[src/rtl/dm_arb_pkg.sv]
// Shared types and default widths for the data-memory port arbiter.
// Holds the grant-owner enum and the default address/data widths.
package dm_arb_pkg;

    typedef enum logic [1:0] {
        GNT_NONE = 2'd0,
        GNT_CPU  = 2'd1,
        GNT_DBG  = 2'd2
    } gnt_t;

    localparam int ADDR_W_DEF = 32;
    localparam int DATA_W_DEF = 32;

endpackage

[src/rtl/dm_arb_starve_cnt.sv]
// Saturating starvation counter for the debug requester.
// Ports: clk, rst (sync, high), inc, clr (clr wins), at_max (count == STARVE_MAX).
module dm_arb_starve_cnt #(
    parameter int STARVE_MAX = 4
) (
    input  logic clk,
    input  logic rst,
    input  logic inc,
    input  logic clr,
    output logic at_max
);

    localparam int CW = $clog2(STARVE_MAX + 1);
    localparam logic [CW-1:0] MAX = CW'(STARVE_MAX);

    logic [CW-1:0] r_cnt;

    always_ff @(posedge clk) begin
        if (rst) begin
            r_cnt <= '0;
        end else if (clr) begin
            r_cnt <= '0;
        end else if (inc && (r_cnt != MAX)) begin
            r_cnt <= r_cnt + CW'(1);
        end
    end

    assign at_max = (r_cnt == MAX);

endmodule

[src/rtl/dm_port_arbiter.sv]
// Arbitrates the single data-memory port between the MEM stage (priority)
// and a debug/loader requester, with a starvation guarantee for debug.
// Ports: clk, rst (sync, high); cpu_req/we/addr/wdata -> cpu_rdata, cpu_stall;
//   dbg_req/we/addr/wdata -> dbg_ack, dbg_err, dbg_rdata, dbg_rvalid;
//   Mem_w, Mem_r, Mem_addr, Mem_w_data -> DM, Mem_r_data <- DM.
// Optional: define DM_ARB_ALIGN_CHECK_EN to reject misaligned debug addresses.
module dm_port_arbiter
    import dm_arb_pkg::*;
#(
    parameter int ADDR_W     = ADDR_W_DEF,
    parameter int DATA_W     = DATA_W_DEF,
    parameter int STARVE_MAX = 4
) (
    input  logic              clk,
    input  logic              rst,
    input  logic              cpu_req,
    input  logic              cpu_we,
    input  logic [ADDR_W-1:0] cpu_addr,
    input  logic [DATA_W-1:0] cpu_wdata,
    output logic [DATA_W-1:0] cpu_rdata,
    output logic              cpu_stall,
    input  logic              dbg_req,
    input  logic              dbg_we,
    input  logic [ADDR_W-1:0] dbg_addr,
    input  logic [DATA_W-1:0] dbg_wdata,
    output logic              dbg_ack,
    output logic              dbg_err,
    output logic [DATA_W-1:0] dbg_rdata,
    output logic              dbg_rvalid,
    output logic              Mem_w,
    output logic              Mem_r,
    output logic [ADDR_W-1:0] Mem_addr,
    output logic [DATA_W-1:0] Mem_w_data,
    input  logic [DATA_W-1:0] Mem_r_data
);

    gnt_t              w_gnt;
    logic              w_at_max;
    logic              w_misalign;
    logic              w_dbg_slot;
    logic              w_dbg_go;
    logic              w_dbg_rd;
    logic              r_rvalid;
    logic [DATA_W-1:0] r_rdata;

    always_comb begin
        w_gnt = GNT_NONE;
        if (rst) begin
            w_gnt = GNT_NONE;
        end else if (w_at_max && dbg_req) begin
            w_gnt = GNT_DBG;
        end else if (cpu_req) begin
            w_gnt = GNT_CPU;
        end else if (dbg_req) begin
            w_gnt = GNT_DBG;
        end
    end

`ifdef DM_ARB_ALIGN_CHECK_EN
    assign w_misalign = |dbg_addr[1:0];
`else
    assign w_misalign = 1'b0;
`endif

    // A rejected debug request still consumes the debug slot.
    assign w_dbg_slot = (w_gnt == GNT_DBG);
    assign w_dbg_go   = w_dbg_slot & ~w_misalign;
    assign w_dbg_rd   = w_dbg_go & ~dbg_we;

    always_comb begin
        Mem_r      = 1'b0;
        Mem_w      = 1'b0;
        Mem_addr   = '0;
        Mem_w_data = '0;
        unique case (w_gnt)
            GNT_CPU: begin
                Mem_r      = ~cpu_we;
                Mem_w      = cpu_we;
                Mem_addr   = cpu_addr;
                Mem_w_data = cpu_wdata;
            end
            GNT_DBG: begin
                if (!w_misalign) begin
                    Mem_r      = ~dbg_we;
                    Mem_w      = dbg_we;
                    Mem_addr   = dbg_addr;
                    Mem_w_data = dbg_wdata;
                end
            end
            default: begin
            end
        endcase
    end

    assign cpu_rdata = Mem_r_data;
    assign cpu_stall = w_dbg_slot & cpu_req;
    assign dbg_ack   = w_dbg_go;
    assign dbg_err   = w_dbg_slot & w_misalign;

    dm_arb_starve_cnt #(
        .STARVE_MAX (STARVE_MAX)
    ) u_starve (
        .clk    (clk),
        .rst    (rst),
        .inc    ((w_gnt == GNT_CPU) & dbg_req),
        .clr    (w_dbg_slot | ~dbg_req),
        .at_max (w_at_max)
    );

    always_ff @(posedge clk) begin
        if (rst) begin
            r_rvalid <= 1'b0;
            r_rdata  <= '0;
        end else begin
            r_rvalid <= w_dbg_rd;
            if (w_dbg_rd) begin
                r_rdata <= Mem_r_data;
            end
        end
    end

    assign dbg_rvalid = r_rvalid;
    assign dbg_rdata  = r_rdata;

endmodule

[config.mk]
export PLATFORM = sky130hd
export DESIGN_NAME = dm_port_arbiter
export DESIGN_NICKNAME = d
export VERILOG_FILES = /design/src/rtl/dm_arb_pkg.sv /design/src/rtl/dm_arb_starve_cnt.sv /design/src/rtl/dm_port_arbiter.sv
export SDC_FILE = /design/constraint.sdc
export NUM_CORES = 1
export LEC_CHECK = 0
export CORE_AREA = 2 2 118 120
export CTS_BUF_LIST = sky130_fd_sc_hd__clkbuf_2
export DETAILED_ROUTE_END_ITERATION = 10
export DIE_AREA = 0 0 120 122
export PLACE_DENSITY = 0.72
export REMOVE_ABC_BUFFERS = 1
export SYNTH_ARGS = -nofsm -noshare
export SYNTH_HDL_FRONTEND = slang
export SYNTH_SLANG_ARGS = --single-unit
[constraint.sdc]
create_clock -name clk -period 4.7 [get_ports clk]
set_input_delay 0.94 -clock clk [delete_from_list [all_inputs] [get_ports clk]]
set_output_delay 0.94 -clock clk [all_outputs]
set_load 0.01 [all_outputs]
Word level (Yosys, flattened, before mapping) --
Cells that the tools add are included.
Word-level totals: register bits 36, output and inout bits 134, word-level logic and storage cells 26
Operators by class: add/sub/neg operators 1, equality and inequality tests 4, mux-type cells 8, bitwise gates (word level) 7, reduce and logical (&&, ||, !) cells 3
Operators with widths (number):
- case mux 32 bit (2 select lines) | 2
- 2-to-1 mux 2 bit | 4
- case mux 1 bit (2 select lines) | 2
- adder 3 x 1 -> 3 bit, second input constant | 1
- AND 1 bit | 3
- == test 3 bit, second input constant | 1
- inequality test 3 bit, second input constant | 1
- NOT 1 bit | 3
- == test 2 x 1 -> 1 bit, second input constant | 1
- == test 2 bit, second input constant | 1
- logical AND 1 bit | 2
- OR reduction 2 bit | 1
- bitwise OR 1 bit | 1

Logic depth before layout (Yosys ltp) --
Gate-level depths: netlist of the first run.
word-level depth 7, mapped depth 11

Cells and area by module --
Synthesis of the first run repeated with hierarchy kept, for this count alone.
Second synthesis, totals: cell total of the unflattened synthesis 366, area total of the unflattened synthesis 2972.9 sq um
Modules (own cells, without submodules):
- dm_port_arbiter | instances 1, cells each 348, area an instance 2785.2 sq um
- dm_arb_starve_cnt | instances 1, cells each 18, area an instance 187.7 sq um

Worst setup path before layout of the first run --
OpenSTA, ideal clock, no wires.
path type input -> output, start input rst, end output Mem_addr[0], arrival time 2.236 ns, required time 3.760 ns, path slack 1.524 ns, stages on the path 9, path buffers 3, cells stage by stage buf_6 -> nand2b_1 -> a21o_1 -> inv_1 -> ha_1 -> buf_2 -> buf_2 -> a22oi_1 -> nor2_1
Between the ends: longest elaborated chain between the ends 3, elaborated cells between the ends (all ways) 4, classes of those cells eq/ne (2); mux (2)
RTL lines:
- start: declaration | line dm_port_arbiter.sv:15 | input logic rst,
- 2-to-1 mux 2 bit | line dm_port_arbiter.sv:48 | if (rst) begin
- == test 2 bit
- net dbg_ack | line dm_port_arbiter.sv:26 | output logic dbg_ack,
- case mux 32 bit (2 select lines) | line dm_port_arbiter.sv:75 | unique case (w_gnt)
- end: declaration | line dm_port_arbiter.sv:32 | output logic [ADDR_W-1:0] Mem_addr,
The timed path passes the listed nets, and every way through them passes these cells.

Final worst setup path of the first run --
start input dbg_req, end output Mem_w_data[22]
Between the ends: longest elaborated chain between the ends 6, elaborated cells between the ends (all ways) 8, classes of those cells eq/ne (2); mux (5); reduce/logical (1)
RTL lines:
- start: declaration | line dm_port_arbiter.sv:22 | input logic dbg_req,
- 2-to-1 mux 2 bit | line dm_port_arbiter.sv:54 | end else if (dbg_req) begin
- 2-to-1 mux 2 bit | line dm_port_arbiter.sv:52 | end else if (cpu_req) begin
- 2-to-1 mux 2 bit (*) | line dm_port_arbiter.sv:50 | end else if (w_at_max && dbg_req) begin
- 2-to-1 mux 2 bit (*) | line dm_port_arbiter.sv:48
- == test 2 bit / == test 2 x 1 -> 1 bit (equally long branches) | line dm_port_arbiter.sv:75
- case mux 32 bit (2 select lines) (*) | line dm_port_arbiter.sv:75
- end: declaration | line dm_port_arbiter.sv:33 | output logic [DATA_W-1:0] Mem_w_data,
Every way passes the cells marked *; elsewhere a longest branch is shown, timed or not.

==> metrics, run 1 <==
drt pass-1 iters=5; max-cap violations=0; post-synthesis mux area share=0%; share of post-route cells with drive strength above 1=12.9%; top-area cell type share of the netlist area=26.3%; area of the multi-input gates=1540 um2; clk sinks=36; arrival time worst endpoint=3190 ps; power per cell area=142 nW/um2; placed instance count=778; final WL=12200 um; Net Sw Frac=29.8%; CP required=3760 ps; synthesized cell area=between 2000 and 3000 um2; leakage=1.85 nW; EDFF count, synth=0; Comb power frac=a little over two fifths; largest net degree at the start of global routing=65; DPL Wire Length=9970 um; GRT Overall Usage=15.3%; main combinational cell family by area after synthesis=compound AO/OA/AOI/OAI gates; Critical R2R Launch=u_starve.r_cnt[0]$_SDFFE_PP0P_; Layout area overhead=104%; max-slew violations=0; area leader, netlist=dfxtp_1; TNS Setup=0 ps; Antenna Nets Post-Route=0; Buf/Inv on CP=3; Cells after Synth=362; Max stage delay on crit path=560 ps; Post-CTS Resized=0; via count=3526; initial core utilization=20.3%; Netlist cell types=29; vias in the first global route=about 3.5k; Largest delay share family, worst path=buffers and inverters; post-synthesis compound-gate area fraction=29.6%; Adder-Cell Fraction of Synth Area=between 2 and 2.5%; slew at the pin with the worst max-slew slack=roughly 900 ps; Vias/cell=4.48; top_reg_cell synth=dfxtp_1; Final Cycle Share=around 88%; Critical Path Source=dbg_req; xor/xnor cell area share of the yosys netlist=0%; most common cell after layout, fill and taps aside=clkdlybuf4s50_1; top cells by area, synth=dfxtp_1 (26%), a22oi_1 (18%), buf_4 (10%); Worst Path Max Fanout=58; CTS root buf=clkbuf_2; wire length per cell=15.5 um; final setup margin=575 ps; DRT iter0 DRCs=between 100 and 150; I/O Buffers=298; CP most frequent cell=clkdlybuf4s50_1; grt ovf=0; post-synthesis sequential area ratio=around a quarter; Pint=559 uW; routability cong.=0.826; post-CTS setup buffers=0; max frequency=0.242 GHz; Synth Area in Simple Gates=a little under a quarter; pre-CTS WS=594 ps; ys async rst share=0%; register area=721 um2; Max IR drop VDD=0.130 mV; Final Setup Violations=0; Final Net Count=between 700 and 800; critical path class=primary input to output port; Die ar.=roughly 15000 um2; Clock power frac=roughly 17%; IO Count=300; CTS Buf Count=5; hold path startpoint=dbg_rdata[3]$_SDFFE_PP0P_; worst hold path class=flop to flop; fin cells=a little under 800; most frequent cells in the layout=clkdlybuf4s50_1 (297), nor2_1 (66), a22oi_1 (65); RSZ-0062 raised after global routing=false; Flop pwr share=about 39%; max_slew headroom=40.0%; Die Ht=122 um; Clk pin slew, worst setup/hold paths=160 ps; # DRC=0; Seq cells post-synth=36; clk_lat worst skew=380 ps; # rows=43; Critical Path Start Type=primary input; outcome=completed; Setup crit end kind=output port; synth warn=0; TritonCTS clock tree=yes; slowest CP cell=clkdlybuf4s50_1; H-Tree Depth=2; final hold slack=477 ps; Tot Pwr=797 uW; fillcell total=1343; Final Hold Fails=0; Post-CTS Hold Buffers=0; Core Footprint=13500 um2; initial antenna violation count=1; first-pass GRT wire length=18100 um; Synth Area per Inst=7.58 um2; Clock Tree Buf Depth=2; Cell Chain, Critical Path=clkdlybuf4s50_1 -> nand2b_1 -> a21o_1 -> ha_2 -> buf_12 -> nor2_1 -> clkdlybuf4s50_1; clk_skew=13.0 ps; width of the die=between 100 and 150 um; minimum clock period=4130 ps; P_sw=237 uW
cell families after synthesis:
| kind of cell | after synthesis |
|---|---|
| and+or+nand+nor | 145 |
| AOI/OAI and AO/OA | 105 |
| buffers and inverters | 70 |
| DFF | 36 |
| adders and majority gates | 5 |
| other | 1 |
worst min-delay path: cells and delay by family (launching register included):
family          cells  cell delay, ps
flops               1             340
compound gates      1              60
simple gates        1              60
per-stage QoR:
stage	instance area [um2]	util, %
after global routing	5590	41.4
final	5590	41.4
after detailed placement	5550	41.1
after floorplan	2270	-
after global placement	5550	41.1
after CTS	5590	41.4
metal layers:
metal  track usage (%)  up-vias  wire length (um)
met4              3.90        0               165
met5                 0        -                 0
li1                  -     1691                 -
met3              5.66       13              1400
met1              17.8     1613              4810
met2              26.7      209              5810
registers in the layout, summed over array words and instances (netlist names):
register and cells:
dbg_rdata 32, u_starve.r_cnt 3, dbg_rvalid 1
synth_stat cells (3+ instances only):
library cell,number
a21oi_1,5
a21oi_2,30
a22oi_1,65
buf_12,3
buf_2,18
buf_4,37
clkbuf_1,7
dfxtp_1,36
ha_1,5
inv_1,3
nand2_1,37
nand2_2,30
nand2b_1,3
nor2_1,66
path summary, 6_finish.rpt:
check	end	slack [ps]	cells past startpoint
hold / removal	dbg_rdata[3]$_SDFFE_PP0P_	480	2
hold reg to reg	dbg_rdata[3]$_SDFFE_PP0P_	480	2
setup / recovery	Mem_w_data[22]	570	7
setup reg to reg	dbg_rdata[4]$_SDFFE_PP0P_	2260	9
power groups by stage:
stage,sequential (mW),combinational [mW],clock (mW)
final,0.313,0.347,0.136
after detailed placement,0.320,0.347,0
after CTS,0.314,0.350,0.145
after global routing,0.314,0.370,0.159
after floorplan,0.322,0.0793,0
after global placement,0.319,0.344,0
final cells by class:
| type | instances | share of cell area (%) |
|---|---|---|
| diodes | 1 | 0.0447 |
| clock buffers | 5 | 0.447 |
| clock inverters | 3 | 0.246 |
| inverters | 3 | 0.201 |
| multi-input cells | 256 | 27.6 |
| flip-flops and latches | 36 | 12.9 |
| well taps | 180 | 4.03 |
| repair buffers | 303 | 54.6 |
Power figures use the tool's default switching activity.
==> inputs of run 2 (changes only) <==
--- a/config.mk
+++ b/config.mk
@@ -5,11 +5,11 @@
 export SDC_FILE = /design/constraint.sdc
 export NUM_CORES = 1
 export LEC_CHECK = 0
-export CORE_AREA = 2 2 118 120
+export CORE_AREA = 2 2 116 118
 export CTS_BUF_LIST = sky130_fd_sc_hd__clkbuf_2
 export DETAILED_ROUTE_END_ITERATION = 10
-export DIE_AREA = 0 0 120 122
-export PLACE_DENSITY = 0.72
+export DIE_AREA = 0 0 118 120
+export PLACE_DENSITY = 0.74
 export REMOVE_ABC_BUFFERS = 1
 export SYNTH_ARGS = -nofsm -noshare
 export SYNTH_HDL_FRONTEND = slang
==> run 2 against run 1 <==
Effect of this change: critical path type unchanged; final cell count is 0.51% lower; first-iteration DRC count up 46%; combinational power about the same; largest cell class unchanged; critical endpoint is now Mem_w_data[8]; highest routed layer unchanged.
==> metrics, run 2 (synthesis results as in run 1) <==
width of the die=118 um (-1.7%); final WL=13000 um (+6.7%); arrival time worst endpoint=3160 ps (-30 ps); RSZ-0062 raised after global routing=false; Final Setup Violations=0 (unchanged); Comb power frac=42.9% (-0.7 points); Final Hold Fails=0 (unchanged); R2R Setup Slk=2220 ps (-40 ps); most common cell after layout, fill and taps aside=clkdlybuf4s50_1; Final Net Count=777 (+0.13%); # rows=42 (-2.3%); clk sinks=36 (unchanged); Critical Path Start Type=primary input; most frequent cells in the layout=clkdlybuf4s50_1 (297), nor2_1 (66), a22oi_1 (65); DPL Wire Length=10600 um (+6.0%); via count=3564 (+1.1%); Post-CTS Resized=0 (unchanged); CP required=3760 ps (about the same); DRT iter0 DRCs=202 (+46%); Max IR drop VDD=0.122 mV (-5.7%); clk_skew=11.3 ps (-1.67 ps); leakage=1.85 nW (-0.10%); vias in the first global route=3537 (+2.0%); minimum clock period=4100 ps (-27.4 ps); Layout area overhead=103%; first-pass GRT wire length=19500 um (+7.8%); largest net degree at the start of global routing=67 (+3.1%); worst hold path class=flop to flop; Setup crit end kind=output port; Die ar.=14200 um2 (-3.3%); Clock Tree Buf Depth=2 (unchanged); clk_lat worst skew=400 ps (+20 ps); final hold slack=475 ps (-1.95 ps); Final Cycle Share=87.2% (-0.58 points); GRT Overall Usage=17.2% (+1.9 points); wire length per cell=16.6 um (+7.2%); P_sw=248 uW (+4.5%); H-Tree Depth=2 (unchanged); max_slew headroom=38.7% (-1.3 points); initial core utilization=21.1% (+0.82 points); CTS Buf Count=5 (unchanged); slew at the pin with the worst max-slew slack=919 ps (+19.5 ps); drt pass-1 iters=4 (-1); CTS root buf=clkbuf_2; Flop pwr share=38.7% (-0.6 points); Antenna Nets Post-Route=0 (unchanged); Die Ht=120 um (-1.6%); Clk pin slew, worst setup/hold paths=180 ps (+20 ps); routability cong.=0.860 (+4.1%); max frequency=0.244 GHz (+0.67%); critical path class=primary input to output port; TNS Setup=0 ps (unchanged); I/O Buffers=298 (unchanged); TritonCTS clock tree=yes; Core Footprint=13000 um2 (-3.9%); Net Sw Frac=30.6% (+0.82 points); Pint=562 uW (+0.49%); outcome=completed; power per cell area=145 nW/um2 (+1.9%); Util after Layout=43.0% (+1.6 points); max-cap violations=0 (unchanged); initial antenna violation count=0 (-1); share of post-route cells with drive strength above 1=13.0% (+0.14 points); # DRC=0 (unchanged); Vias/cell=4.55 (+1.6%); max-slew violations=0 (unchanged); hold path cells=2 (unchanged); grt ovf=0 (unchanged); ant diodes=0 (-1); post-CTS setup buffers=0 (unchanged); Clock power frac=18.4% (+1.3 points); Register-to-Register Path Depth=9 (unchanged); Post-CTS Hold Buffers=0 (unchanged); Worst Path Max Fanout=64 (+10%); Largest register FFs=32 (unchanged); IO Count=300 (unchanged)
[run 2: cell types whose count changed in the layout (fill, tap and decap cells not counted)]
cell / previous run / this run
buf_12: 3 / 2
clkinvlp_4: 0 / 1
clkinv_2: 2 / 0
clkbuf_2: 5 / 6
diode_2: 1 / 0
buf_4: 2 / 4
[run 2: final timing paths]
| path | from | endpoint |
|---|---|---|
| max | dbg_req | Mem_w_data[8] |
| min | dbg_rdata[4]$_SDFFE_PP0P_ | dbg_rdata[4]$_SDFFE_PP0P_ |
| max reg2reg | u_starve.r_cnt[0]$_SDFFE_PP0P_ | dbg_rdata[29]$_SDFFE_PP0P_ |
| min reg2reg | dbg_rdata[4]$_SDFFE_PP0P_ | dbg_rdata[4]$_SDFFE_PP0P_ |
[run 2: critical path: stages]
cell and delay, ps:
clkdlybuf4s50_1 550, nand2b_1 90, a21o_1 180, inv_1 80, ha_2 190, buf_12 260, a22oi_1 150, nor2_1 150
clkdlybuf4s50_1 560
[run 2: per-stage QoR]
stage / cells / cell area [um2] / setup slack [ps] / power, mW
after floorplan: 295 / 2270 / 801 / 0.401
after global placement: 775 / 5540 / 630 / 0.665
after detailed placement: 775 / 5540 / 610 / 0.667
after CTS: 783 / 5580 / 601 / 0.825
after global routing: 783 / 5580 / 446 / 0.857
final: 783 / 5580 / 602 / 0.810
[run 2: area by class of cell]
class,count,area [um2]
clock buffer,6,30.0
clock inverter,2,11.3
fill,1298,7400
inverter,3,11.3
multi-input combinational,256,1540
sequential,36,721
tap,176,220
timing repair buffer,304,3050
[run 2: metal layers]
| metal | vias to the layer above | track usage [%] | wire (um) |
|---|---|---|---|
| met5 | - | 0 | 0 |
| li1 | 1688 | - | - |
| met1 | 1634 | 20.0 | 5170 |
| met4 | 0 | 5.72 | 281 |
| met3 | 17 | 4.42 | 1070 |
| met2 | 225 | 30.9 | 6470 |
[run 2: power by group through the flow]
stage | combinational, mW | sequential (mW) | clock [mW]
2_1_floorplan | 0.0793 | 0.322 | 0
3_3_place_gp | 0.346 | 0.320 | 0
3_5_place_dp | 0.348 | 0.320 | 0
4_1_cts | 0.349 | 0.314 | 0.162
5_1_grt | 0.369 | 0.315 | 0.173
6_report | 0.348 | 0.314 | 0.149
==> inputs of run 3 (changes only) <==
--- a/config.mk
+++ b/config.mk
@@ -5,11 +5,12 @@
 export SDC_FILE = /design/constraint.sdc
 export NUM_CORES = 1
 export LEC_CHECK = 0
-export CORE_AREA = 2 2 116 118
+export CORE_AREA = 2 2 115 117
 export CTS_BUF_LIST = sky130_fd_sc_hd__clkbuf_2
 export DETAILED_ROUTE_END_ITERATION = 10
-export DIE_AREA = 0 0 118 120
-export PLACE_DENSITY = 0.74
+export DIE_AREA = 0 0 117 119
+export GPL_TIMING_DRIVEN = 0
+export PLACE_DENSITY = 0.75
 export REMOVE_ABC_BUFFERS = 1
 export SYNTH_ARGS = -nofsm -noshare
 export SYNTH_HDL_FRONTEND = slang
==> run 3 against run 2 <==
Effect of this change: flip-flop and latch count stayed put; sequential share of layout area is 0.11 points lower; critical endpoint is now Mem_r; fmax shrank 7.7%; final area grew 0.83%; first-iteration DRC count decreased by 17%; final cell count decreased by 0.13%; global-route usage down 1.5 points; utilization rose by 0.71 points; clock-buffer cell count is the same; wire length decreased by 7.2%; clock power is 32% higher; non-clock buffer count decreased by 2.
==> metrics, run 3 (synthesis results as in run 1) <==
Max IR drop VDD=0.166 mV (+36%); minimum clock period=4440 ps (+342 ps); DRT iter0 DRCs=167 (-17%); Worst Path Max Fanout=34 (-47%); clk sinks=36 (unchanged); CP most frequent cell=clkdlybuf4s50_1; Clock power frac=22.9% (+4.5 points); first-pass GRT wire length=17400 um (-10%); most common cell after layout, fill and taps aside=clkdlybuf4s50_1; share of post-route cells with drive strength above 1=13.1% (+0.043 points); met1 Use GR=16.5% (-3.4 points); Flop pwr share=36.6% (-2.1 points); fin cells=782 (-0.13%); H-Tree Depth=2 (unchanged); max-cap violations=0 (unchanged); CP required=3760 ps (about the same); final setup margin=261 ps (-342 ps); DPL Wire Length=10100 um (-4.9%); drt pass-1 iters=4 (unchanged); Largest register FFs=32 (unchanged); Critical Path Start Type=primary input; GRT Overall Usage=15.7% (-1.5 points); Core Footprint=12900 um2 (-0.81%); RSZ-0062 raised after global routing=false; Comb power frac=40.6% (-2.3 points); width of the die=117 um (-0.85%); Final Cycle Share=94.5% (+7.3 points); arrival time worst endpoint=3500 ps (+340 ps); Die Ht=119 um (-0.83%); Final Hold Fails=0 (unchanged); TritonCTS clock tree=yes; slew at the pin with the worst max-slew slack=914 ps (-4.87 ps); Clock Tree Buf Depth=2 (unchanged); Max stage delay on crit path=570 ps (about the same); placed instance count=773 (-0.26%); max frequency=0.225 GHz (-7.7%); TNS Setup=0 ps (unchanged); Net Sw Frac=27.8% (-2.8 points); initial antenna violation count=1 (+1); Pint=620 uW (+10%); # rows=42 (unchanged); # DRC=0 (unchanged); fillcell total=1262 (-2.8%); Layout area overhead=105%; slowest CP cell=clkdlybuf4s50_1; Buf/Inv on CP=3 (-1); max_slew headroom=39.0% (+0.32 points); Final Net Count=775 (-0.26%); clk_lat worst skew=380 ps (-20 ps); Final Setup Violations=0 (unchanged); outcome=completed; Largest delay share family, worst path=buffers and inverters; most frequent cells in the layout=clkdlybuf4s50_1 (297), nor2_1 (66), a22oi_1 (65); leakage=1.86 nW (+1.0%); routing usage on met2=28.3% (-2.6 points); initial core utilization=21.3% (+0.17 points); Util after Layout=43.7% (+0.71 points); Cell Chain, Critical Path=clkdlybuf4s50_1 -> nand2b_1 -> a21o_1 -> inv_1 -> ha_1 -> nand2b_2 -> a21oi_1 -> clkdlybuf4s50_1; grt met3 use=5.60% (+1.2 points); I/O Buffers=298 (unchanged); worst hold path class=flop to flop; vias in the first global route=3399 (-3.9%); GRT busiest layer=met2; Vias/cell=4.45 (-2.2%); CTS Buf Count=5 (unchanged); via count=3482 (-2.3%); CTS root buf=clkbuf_2; power per cell area=152 nW/um2 (+5.1%); Critical Path Source=dbg_req; grt ovf=0 (unchanged); Clk pin slew, worst setup/hold paths=160 ps (-20 ps); max-slew violations=0 (unchanged); critical path class=primary input to output port; Antenna Nets Post-Route=0 (unchanged); pre-CTS WS=-169 ps (-779 ps); hold path startpoint=dbg_rdata[4]$_SDFFE_PP0P_; final hold slack=468 ps (-6.83 ps); routability cong.=0.833 (-3.1%); largest net degree at the start of global routing=59 (-12%); Setup crit end kind=output port; IO Count=300 (unchanged); post-CTS setup buffers=0 (unchanged); Die ar.=13900 um2 (-1.7%); final WL=12100 um (-7.2%); P_sw=238 uW (-3.8%); clk_skew=26.5 ps (+15.2 ps); wire length per cell=15.4 um (-7.1%); Critical R2R Launch=u_starve.r_cnt[0]$_SDFFE_PP0P_
## run 3: cell types whose count changed in the layout (fill, tap and decap cells not counted), sizes merged
cell / delta
clkinvlp: -1
diode: +1
buf: -2
bufinv: +1
## run 3: area by class of cell
cell class              count  area, um2  share of cell area [%]
repair buffers            302       3070                    54.4
multi-input cells         256       1550                    27.4
flip-flops and latches     36        721                    12.8
well taps                 176        220                    3.91
clock inverters             2       35.0                   0.622
clock buffers               6       30.0                   0.533
inverters                   3       11.3                   0.200
diodes                      1       2.50                  0.0444
## run 3: worst register-to-register path: cells and delay by family, from the launching register on
family,cells,cell delay (ps)
and+or+nand+nor,3,1050
AOI/OAI and AO/OA,2,370
buffers and inverters,2,150
adders and majority gates,2,500
DFF,1,380
## run 3: timing repair
item,CTS,global route
endpoints found under the setup margin,1,0
hold buffers,0,0
gates resized for setup,1,0
## run 3: metal layers
layer  vias to the layer above  wire length, um
met5                         -                0
met4                         0              269
met3                        18             1330
met2                       186             5950
met1                      1593             4510
li1                       1685                -
## run 3: path summary, 6_finish.rpt
kind                                     to  slack (ps)  cells after the start
setup / recovery                      Mem_r         260                      8
hold reg to reg   dbg_rdata[4]$_SDFFE_PP0P_         470                      2
hold / removal    dbg_rdata[4]$_SDFFE_PP0P_         470                      2
setup reg to reg  dbg_rdata[3]$_SDFFE_PP0P_        2210                      9
## run 3: metrics by stage
stage,power (mW),instance area [um2]
after floorplan,0.401,2270
after CTS,0.869,5630
after detailed placement,0.667,5560
after global placement,0.655,5470
after global routing,0.898,5630
final,0.858,5630
## run 3: power groups by stage
stage               combinational, mW  sequential (mW)  clock, mW
finish                          0.348            0.314      0.196
floorplan                      0.0793            0.322          0
CTS                             0.349            0.314      0.206
global route                    0.369            0.315      0.215
global placement                0.336            0.320          0
detailed placement              0.347            0.320          0
